==> src/rtl/sseg_pkg.sv <==
//------------------------------------------------------------------------------
// sseg_pkg
// Shared definitions for the seven-segment scan controller:
//   SEG_BLANK    - all segments off (active-low), dp off
//   SEG_TABLE    - hex nibble to {dp,g,f,e,d,c,b,a} active-low pattern
//   scan_state_e - scan FSM states
//------------------------------------------------------------------------------
package sseg_pkg;

   localparam logic [7:0] SEG_BLANK = 8'hFF;

   // Index 0 is the rightmost element of the concatenation.
   localparam logic [15:0][7:0] SEG_TABLE = {
      8'h8E, 8'h86, 8'hA1, 8'hC6, 8'h83, 8'h88, 8'h90, 8'h80,
      8'hF8, 8'h82, 8'h92, 8'h99, 8'hB0, 8'hA4, 8'hF9, 8'hC0
   };

   typedef enum logic [1:0] {
      IDLE,
      DEAD,
      DRIVE
   } scan_state_e;

endpackage

==> src/rtl/sseg_decode.sv <==
//------------------------------------------------------------------------------
// sseg_decode
// Combinational hex-to-segment decoder with blanking.
//   nibble : hex digit to show
//   blank  : 1 forces all segments off
//   seg    : active-low {dp,g,f,e,d,c,b,a}; dp always off
//------------------------------------------------------------------------------
module sseg_decode
   import sseg_pkg::*;
(
   input  logic [3:0] nibble,
   input  logic       blank,
   output logic [7:0] seg
);

   assign seg = blank ? SEG_BLANK : SEG_TABLE[nibble];

endmodule

==> src/rtl/sseg_scan_ctrl.sv <==
//------------------------------------------------------------------------------
// sseg_scan_ctrl
// Time-multiplexed scan controller for NUM_DIGITS common-anode digits on a
// shared segment bus. Each digit gets DEAD_CYCLES of full blanking followed
// by PRESCALE cycles of drive. New values arrive through a one-deep pending
// register and are committed to the displayed shadow only at frame start.
//
// Ports:
//   clk, rst_n        clock, asynchronous active-low reset
//   enable            scan enable; low forces the display dark
//   load_valid/ready  handshake for load_data
//   load_data         NUM_DIGITS hex nibbles, [3:0] = digit 0 (rightmost)
//   blank_mask        bit i = 1 blanks digit i (sampled at slot start)
//   seg_out           active-low segments {dp,g,f,e,d,c,b,a}
//   an_out            active-low anode selects, at most one low
//   frame_done        one-cycle pulse when a full scan completes
//
// Build option: define SSEG_LEADING_ZERO_BLANK_EN to blank digits above the
// highest nonzero nibble (digit 0 is always shown).
//------------------------------------------------------------------------------
module sseg_scan_ctrl
   import sseg_pkg::*;
#(
   parameter int NUM_DIGITS  = 4,
   parameter int PRESCALE    = 50000,
   parameter int DEAD_CYCLES = 16
) (
   input  logic                    clk,
   input  logic                    rst_n,
   input  logic                    enable,
   input  logic                    load_valid,
   output logic                    load_ready,
   input  logic [4*NUM_DIGITS-1:0] load_data,
   input  logic [NUM_DIGITS-1:0]   blank_mask,
   output logic [7:0]              seg_out,
   output logic [NUM_DIGITS-1:0]   an_out,
   output logic                    frame_done
);

   localparam int CNT_MAX = (PRESCALE > DEAD_CYCLES) ? PRESCALE : DEAD_CYCLES;
   localparam int CNT_W   = (CNT_MAX > 1) ? $clog2(CNT_MAX) : 1;
   localparam int IDX_W   = (NUM_DIGITS > 1) ? $clog2(NUM_DIGITS) : 1;

   localparam logic [CNT_W-1:0] DEAD_LAST  = CNT_W'(DEAD_CYCLES - 1);
   localparam logic [CNT_W-1:0] DRIVE_LAST = CNT_W'(PRESCALE - 1);
   localparam logic [IDX_W-1:0] IDX_LAST   = IDX_W'(NUM_DIGITS - 1);

   scan_state_e                  state, state_nxt;
   logic [IDX_W-1:0]             idx, idx_nxt;
   logic [CNT_W-1:0]             cnt, cnt_nxt;
   logic [NUM_DIGITS-1:0][3:0]   shadow, pending;
   logic                         frame_start, wrap;
   logic                         xfer, commit;
   logic [NUM_DIGITS-1:0]        lz_mask;
   logic [7:0]                   dec_seg, seg_nxt;
   logic [NUM_DIGITS-1:0]        an_nxt;

   //---------------------------------------------------------------------------
   // Leading-zero blanking mask
   //---------------------------------------------------------------------------
`ifdef SSEG_LEADING_ZERO_BLANK_EN
   always_comb begin : lz_calc
      logic seen;
      seen    = 1'b0;
      lz_mask = '0;
      // Walk down from the top digit; everything above the first nonzero
      // nibble is blanked. Digit 0 is never touched.
      for (int i = NUM_DIGITS - 1; i >= 1; i--) begin
         if (shadow[i] != 4'h0) seen = 1'b1;
         lz_mask[i] = ~seen;
      end
   end
`else
   assign lz_mask = '0;
`endif

   // One decoder on the currently selected digit. Shadow and idx are stable
   // across DEAD->DRIVE, so this is the pattern for the slot being entered.
   sseg_decode u_decode (
      .nibble (shadow[idx]),
      .blank  (blank_mask[idx] | lz_mask[idx]),
      .seg    (dec_seg)
   );

   //---------------------------------------------------------------------------
   // Next-state logic
   //---------------------------------------------------------------------------
   // NOTE: every output of this block gets a default first so no path leaves
   // a variable unassigned, which would infer a latch.
   always_comb begin
      state_nxt   = state;
      idx_nxt     = idx;
      cnt_nxt     = cnt + 1'b1;
      frame_start = 1'b0;
      wrap        = 1'b0;

      if (!enable) begin
         state_nxt = IDLE;
         idx_nxt   = '0;
         cnt_nxt   = '0;
      end else begin
         unique case (state)
            IDLE: begin
               state_nxt   = DEAD;
               idx_nxt     = '0;
               cnt_nxt     = '0;
               frame_start = 1'b1;
            end
            DEAD: begin
               if (cnt == DEAD_LAST) begin
                  state_nxt = DRIVE;
                  cnt_nxt   = '0;
               end
            end
            DRIVE: begin
               if (cnt == DRIVE_LAST) begin
                  state_nxt = DEAD;
                  cnt_nxt   = '0;
                  if (idx == IDX_LAST) begin
                     idx_nxt     = '0;
                     wrap        = 1'b1;
                     frame_start = 1'b1;
                  end else begin
                     idx_nxt = idx + 1'b1;
                  end
               end
            end
            default: begin
               state_nxt = IDLE;
               idx_nxt   = '0;
               cnt_nxt   = '0;
            end
         endcase
      end

      // Outputs are registered from next-state values so they line up with
      // the state register. The segment pattern is latched on DRIVE entry and
      // held, which also freezes the blank_mask sample for the slot.
      an_nxt = '1;
      if (state_nxt == DRIVE) an_nxt[idx_nxt] = 1'b0;

      if (state_nxt != DRIVE) seg_nxt = SEG_BLANK;
      else if (state != DRIVE) seg_nxt = dec_seg;
      else seg_nxt = seg_out;
   end

   // Pending is full exactly when load_ready is low.
   assign xfer   = load_valid && load_ready;
   assign commit = !load_ready && (frame_start || state == IDLE);

   //---------------------------------------------------------------------------
   // Registers
   //---------------------------------------------------------------------------
   // NOTE: sequential state uses non-blocking assignments only, so every flop
   // samples pre-edge values regardless of statement order.
   always_ff @(posedge clk or negedge rst_n) begin
      if (!rst_n) begin
         state      <= IDLE;
         idx        <= '0;
         cnt        <= '0;
         shadow     <= '0;
         pending    <= '0;
         load_ready <= 1'b1;
         seg_out    <= SEG_BLANK;
         an_out     <= '1;
         frame_done <= 1'b0;
      end else begin
         state      <= state_nxt;
         idx        <= idx_nxt;
         cnt        <= cnt_nxt;
         seg_out    <= seg_nxt;
         an_out     <= an_nxt;
         frame_done <= wrap;
         if (commit) shadow  <= pending;
         if (xfer)   pending <= load_data;
         // A transfer on a commit cycle refills pending with the new data.
         if (xfer)        load_ready <= 1'b0;
         else if (commit) load_ready <= 1'b1;
      end
   end

endmodule

==> config.mk <==
export PLATFORM = sky130hd
export DESIGN_NAME = sseg_scan_ctrl
export DESIGN_NICKNAME = d
export VERILOG_FILES = /design/src/rtl/sseg_pkg.sv /design/src/rtl/sseg_decode.sv /design/src/rtl/sseg_scan_ctrl.sv
export SDC_FILE = /design/constraint.sdc
export NUM_CORES = 1
export LEC_CHECK = 0
export CORE_UTILIZATION = 50
export DETAILED_ROUTE_END_ITERATION = 10
export PLACE_DENSITY = 0.86
export SLEW_MARGIN = 20
export SYNTH_ARGS = -nofsm -noshare
export SYNTH_HDL_FRONTEND = slang
export SYNTH_SLANG_ARGS = --single-unit
==> constraint.sdc <==
create_clock -name clk -period 2 [get_ports clk]
set_input_delay 0.4 -clock clk [delete_from_list [all_inputs] [get_ports clk]]
set_output_delay 0.4 -clock clk [all_outputs]
set_load 0.02 [all_outputs]
==> impl_metrics.env, run 1 <==
export IMPL_critPathKind="reg -> reg"
export IMPL_ys_warn_count=0
export IMPL_die_w_um=82.0
export IMPL_syn_area_sq_um=3200
export IMPL_place_ws_ps=-261
export IMPL_start_util=0.528
export IMPL_numPortBuffers=36
export IMPL_die_area_sq_um=6720
export IMPL_drive_gt1_frac=0.422
export IMPL_first_global_vias=2693
export IMPL_vias=2542
export IMPL_crit_path_max_fanout=8
export IMPL_insertion_delay_ps=350
export IMPL_critPathMaxStageDelay_ps=590
export IMPL_drv_cap=0
export IMPL_cp_num_buf_inv=1
export IMPL_slowest_stage="or4b_2"
export IMPL_first_pass_iters=4
export IMPL_numCtsBuffers=9
export IMPL_clock_sinks=65
export IMPL_path_cells="nor4_4, nand3_4, buf_4, o41ai_4, a2bb2oi_2, or4b_2"
export IMPL_worst_endpoint_arrival_ps=2450
export IMPL_setup_ws_ps=-193
export IMPL_status="finished, violations left"
export IMPL_synth_adder_area_share=0.0469
export IMPL_wirelength_um=7690
export IMPL_syn_avg_cell_area_sq_um=11.9
export IMPL_intPower_w=0.00317
export IMPL_io_pins=38
export IMPL_ys_types=48
export IMPL_n_antenna_cell=0
export IMPL_root_buffer="clkbuf_8"
export IMPL_setup_violations=24
export IMPL_final_cell_mix="buf_4 (55), dfrtp_1 (52), clkdlybuf4s50_1 (35)"
export IMPL_synth_top_family_by_area="multiplexers"
export IMPL_static_leakage_power_nw=1.91
export IMPL_clockPowerShare=0.272
export IMPL_hpwl_um=4890
export IMPL_drcViolationCount=0
export IMPL_areaGrowthSynthToFinish_pct=39.7
export IMPL_finalPower_w=0.00451
export IMPL_synth_edf_count=0
export IMPL_setup_tns_ps=-2250
export IMPL_hp_class="in -> async"
export IMPL_ctsHtreeMaxLevel=3
export IMPL_netSwitchingPower_w=0.00134
export IMPL_ys_seq_elements=65
export IMPL_synth_flop_cell="dfrtp_1"
export IMPL_rows=28
export IMPL_syn_nets=305
export IMPL_synthCells=269
export IMPL_dieHeight_um=82.0
export IMPL_seqPwrFrac=0.381
export IMPL_post_route_util=0.737
export IMPL_synth_compound_area_frac=0.0728
export IMPL_clk_pin_slew_worst_paths_ps=70
export IMPL_hold_viol_final=0
export IMPL_nFillCells=355
export IMPL_cts_hold_buf=0
export IMPL_layout_cells_non_filler=447
export IMPL_violations="setup timing"
export IMPL_clock_path_buffers=2
export IMPL_slew_violations=0
export IMPL_initialDrtViolationCount=116
export IMPL_rsz0062_at_grt="yes"
export IMPL_place_congestion=0.884
export IMPL_combinationalPowerShare=0.347
export IMPL_wl_per_cell_um=17.2
export IMPL_fin_nets=404
export IMPL_grt_max_degree=66
export IMPL_final_common_cell="buf_4"
export IMPL_critPathLaunchType="flip-flop"
export IMPL_clock_skew_ps=6.58
export IMPL_cp_end_kind="flip-flop"
export IMPL_yosys_area_share_xor_xnor=0.0411
export IMPL_synth_mux_area_frac=0.157
export IMPL_track_usage=0.257
export IMPL_cp_top_family="simple AND/OR/NAND/NOR gates"
export IMPL_placed_cells=424
export IMPL_timing_fmax_mhz=456
export IMPL_grt_pass1_wl_um=12600
export IMPL_ant_nets=0
export IMPL_core_area_sq_um=6060
export IMPL_synthArstFlopShare=1.00
export IMPL_cts_tree="built"
export IMPL_ir_worst_vdd_mv=0.765
export IMPL_seq_area_frac_synth=0.513
export IMPL_antenna_found_initial=0
export IMPL_synth_simple_gate_area_frac=0.140
export IMPL_post_route_min_period_ps=2190
export IMPL_gr_total_overflow=0
export IMPL_swShare=0.297
export IMPL_worst_ep_required_time_ps=2260
export IMPL_power_density_nw_per_um2=1010
export IMPL_routed_via_density=5.69
export IMPL_fin_crit_sh=1.10
## kinds of logic after synthesis
group                    count (synthesis)
AO/OA/AOI/OAI                           31
other                                    1
buffers and inverters                   20
AND/OR/NAND/NOR                         85
multiplexers                            40
adder cells (fa/ha/maj)                 12
XOR/XNOR                                15
flip-flops                              65
## worst reg2reg max path, cell delays in order, from the launching register on
cell and delay, ps:
dfrtp_1 410, nor4_4 320, nand3_4 160, buf_4 180
o41ai_4 260, a2bb2oi_2 190, or4b_2 590
## state kept, by name, indices dropped and copies added (netlist names)
signal	cells
cnt	16
an_out	4
idx	2
state	2
seg_out	7
frame_done	1
shadow	16
load_ready	1
pending	16
## cell type report
type                       count  area, sq um  share of cell area
sequential                    65         1640               0.368
multi-input combinational    184         1600               0.358
timing repair buffer          98          873               0.196
clock buffer                  12          145              0.0325
tap                           75         93.8              0.0210
clock inverter                 3         65.1              0.0146
inverter                      10         47.5              0.0106
## synthesized netlist by cell type, drive strengths merged (2+ instances only)
cell	instances	area [sq um]
mux4	5	113
a311oi	2	17.5
mux2	32	360
nand4	3	18.8
dfrtp	53	1330
a21oi	3	15.0
nor3	5	30.0
dfstp	12	315
buf	5	32.5
xnor2	5	43.8
nand2b	3	18.8
nand2	20	75.1
o31a	3	28.8
ha	12	150
inv	10	37.5
o22ai	4	25.0
mux2i	3	30.0
or2	3	18.8
nand3	11	67.6
or4b	3	30.0
nor2	26	97.6
o211ai	3	22.5
nor2b	2	12.5
xor2	10	87.6
nor4	3	33.8
o21ai	6	30.0
clkbuf	5	18.8
and3	3	21.3
a2bb2oi	2	17.5
## what timing repair did
item / CTS / global route
pin swaps: 8 / 8
endpoints found under the setup margin: 27 / 28
buffers inserted: 6 / 2
resized for setup: 26 / 7
hold endpoints to repair: 0 / 0
## power groups by stage
stage | Combinational, W | Sequential [W] | Clock, W
2_1_floorplan | 0.000802 | 0.00168 | 0
3_3_place_gp | 0.00117 | 0.00171 | 0
3_5_place_dp | 0.00123 | 0.00174 | 0
4_1_cts | 0.00144 | 0.00171 | 0.00124
5_1_grt | 0.00167 | 0.00174 | 0.00129
6_report | 0.00157 | 0.00172 | 0.00123
## through the flow
step	area (sq um)	hold slack, ps
final	4470	54.1
after CTS	4430	64.8
after detailed placement	4060	442
after floorplan	3220	104
after global placement	4060	432
after global routing	4470	83.1
## path summary, 6_finish.rpt
path | from | to | slack (ps) | cells after the start
max | cnt[13] | an_out[0] | -190 | 6
min | rst_n | pending[9] | 50 | 2
min reg2reg | pending[9] | pending[9] | 500 | 1
max in group asynchronous | rst_n | an_out[1] | 1630 | 2
max reg2reg | cnt[13] | an_out[0] | -190 | 6
min in group clk | pending[9] | pending[9] | 500 | 1
## routing by layer
layer	vias up	GRT usage	wire length (um)
met5	-	0	0
met4	0	0.175	333
met3	35	0.0533	296
met2	91	0.426	3920
met1	1266	0.296	3140
li1	1150	-	-
No activity file was read; power rests on OpenSTA's default activity.
==> run 2: changes to the inputs <==
Settings changed: CORE_UTILIZATION 50 to 56, PLACE_DENSITY 0.86 to 0.91.
Clock period 2 ns to 2.2 ns, I/O delays scaled along.
==> impl_metrics.env, run 2 (synthesized netlist as in run 1, its figures left out) <==
export IMPL_path_cells="buf_4, ha_1, or3_1, o41ai_2, a2bb2oi_2, or4b_2"
export IMPL_cp_end_kind="flip-flop"
export IMPL_setup_violations=2
export IMPL_insertion_delay_ps=340
export IMPL_grt_max_degree=66
export IMPL_grt_busiest_layer="met2"
export IMPL_slew_violations=0
export IMPL_register_area_sq_um=1650
export IMPL_wl_per_cell_um=19.1
export IMPL_fin_area_sq_um=4220
export IMPL_root_buffer="clkbuf_8"
export IMPL_multi_input_area_sq_um=1570
export IMPL_io_pins=38
export IMPL_first_pass_iters=6
export IMPL_ir_worst_vdd_mv=0.467
export IMPL_drcViolationCount=0
export IMPL_initialDrtViolationCount=223
export IMPL_use_met2=0.442
export IMPL_hold_viol_final=0
export IMPL_core_area_sq_um=5510
export IMPL_rsz0062_at_grt="yes"
export IMPL_grt_pass1_wl_um=12700
export IMPL_slew_headroom=0.522
export IMPL_dieHeight_um=77.6
export IMPL_timing_fmax_mhz=441
export IMPL_nFillCells=287
export IMPL_clock_path_buffers=2
export IMPL_place_area_sq_um=3850
export IMPL_critPathKind="reg -> reg"
export IMPL_gr_total_overflow=0
export IMPL_start_util=0.581
export IMPL_worst_endpoint_arrival_ps=2520
export IMPL_wirelength_um=8040
export IMPL_final_common_cell="dfrtp_1"
export IMPL_clk_pin_slew_worst_paths_ps=70
export IMPL_status="finished, violations left"
export IMPL_n_antenna_cell=0
export IMPL_worst_ep_required_time_ps=2450
export IMPL_fin_crit_sh=1.03
export IMPL_clock_sinks=65
export IMPL_rows=27
export IMPL_met1_usage=0.339
export IMPL_timing_rr_end="an_out[0]"
export IMPL_place_congestion=0.867
export IMPL_ctsHtreeMaxLevel=3
export IMPL_areaGrowthSynthToFinish_pct=32.1
export IMPL_worstRegToRegCells=6
export IMPL_clock_skew_ps=9.75
export IMPL_numPortBuffers=36
export IMPL_die_w_um=77.6
export IMPL_vias=2551
export IMPL_reg_largest_list="cnt: 16 flops, pending: 16 flops, shadow: 16 flops"
export IMPL_post_route_min_period_ps=2270
export IMPL_fin_nets=380
export IMPL_final_cell_mix="dfrtp_1 (49), buf_4 (36), clkdlybuf4s50_1 (35)"
export IMPL_hpwl_um=4650
export IMPL_crit_path_max_fanout=4
export IMPL_static_leakage_power_nw=1.76
export IMPL_cts_hold_buf=0
export IMPL_violations="setup timing"
export IMPL_antenna_found_initial=0
export IMPL_hp_class="in -> async"
export IMPL_worst_pin_slew_ps=710
export IMPL_placed_cells=397
export IMPL_layout_cells_non_filler=420
export IMPL_track_usage=0.277
export IMPL_ant_nets=0
export IMPL_numCtsBuffers=9
export IMPL_slowest_stage="or4b_2"
export IMPL_die_area_sq_um=6020
export IMPL_met3_usage=0.0506
export IMPL_cts_tree="built"
export IMPL_power_density_nw_per_um2=925
export IMPL_routed_via_density=6.07
export IMPL_ff2ff_setup_slack_ps=-70
export IMPL_setup_ws_ps=-70.1
export IMPL_drive_gt1_frac=0.394
export IMPL_critPathLaunchType="flip-flop"
export IMPL_critPathMaxStageDelay_ps=600
export IMPL_finalPower_w=0.00391
export IMPL_first_global_vias=2595
export IMPL_drv_cap=0
export IMPL_rr_startpoint="state[0]"
==> run 2: worst max-delay path, delay by kind of cell, from the launching register on <==
family          cells  cell delay, ps
compound gates      2             290
fa+ha+maj           1             260
buf+inv             1             160
flops               1             430
simple gates        2            1020
==> run 2: power by group <==
group	internal, W	switching (W)	total, W
clock	0.000662	0.000434	0.00110
combinational	0.000655	0.000577	0.00123
sequential	0.00143	0.000149	0.00158
==> run 2: metrics by stage <==
step	setup TNS, ps	hold WS (ps)	utilization	worst slack (ps)
after detailed placement	-491	480	0.699	-163
after global placement	-152	474	0.699	-100
after floorplan	0	144	-	16.3
after CTS	-440	116	0.746	-64.0
after global routing	-198	131	0.767	-83.7
final	-98.1	102	0.767	-70.1
==> run 2: area by class of cell <==
class / instances / share of cell area
clock buffers: 12 / 0.0344
well taps: 72 / 0.0213
inverters: 10 / 0.00977
repair buffers: 74 / 0.158
flip-flops and latches: 65 / 0.390
clock inverters: 3 / 0.0154
multi-input cells: 184 / 0.372
==> run 2: metal layers <==
layer,vias up,share of wire
met3,49,0.069
met5,-,0
met1,1238,0.38
met4,0,0.053
met2,160,0.50
li1,1104,-
==> run 2: worst max-delay path by stage <==
| stage | from | to | slack (ps) | cells after the start |
|---|---|---|---|---|
| floorplan | cnt[0] | shadow[0] | 20 | 8 |
| global placement | enable | an_out[0] | -100 | 6 |
| detailed placement | enable | an_out[0] | -160 | 6 |
| CTS | cnt[13] | an_out[1] | -60 | 5 |
| global route | cnt[7] | an_out[0] | -80 | 6 |
| finish | state[0] | an_out[0] | -70 | 6 |
==> run 2: what timing repair did <==
action	CTS	global route
gates resized for setup	7	23
pin swaps	5	4
endpoints found under the hold margin	0	0
setup endpoints to repair	5	27
buffers inserted	3	5
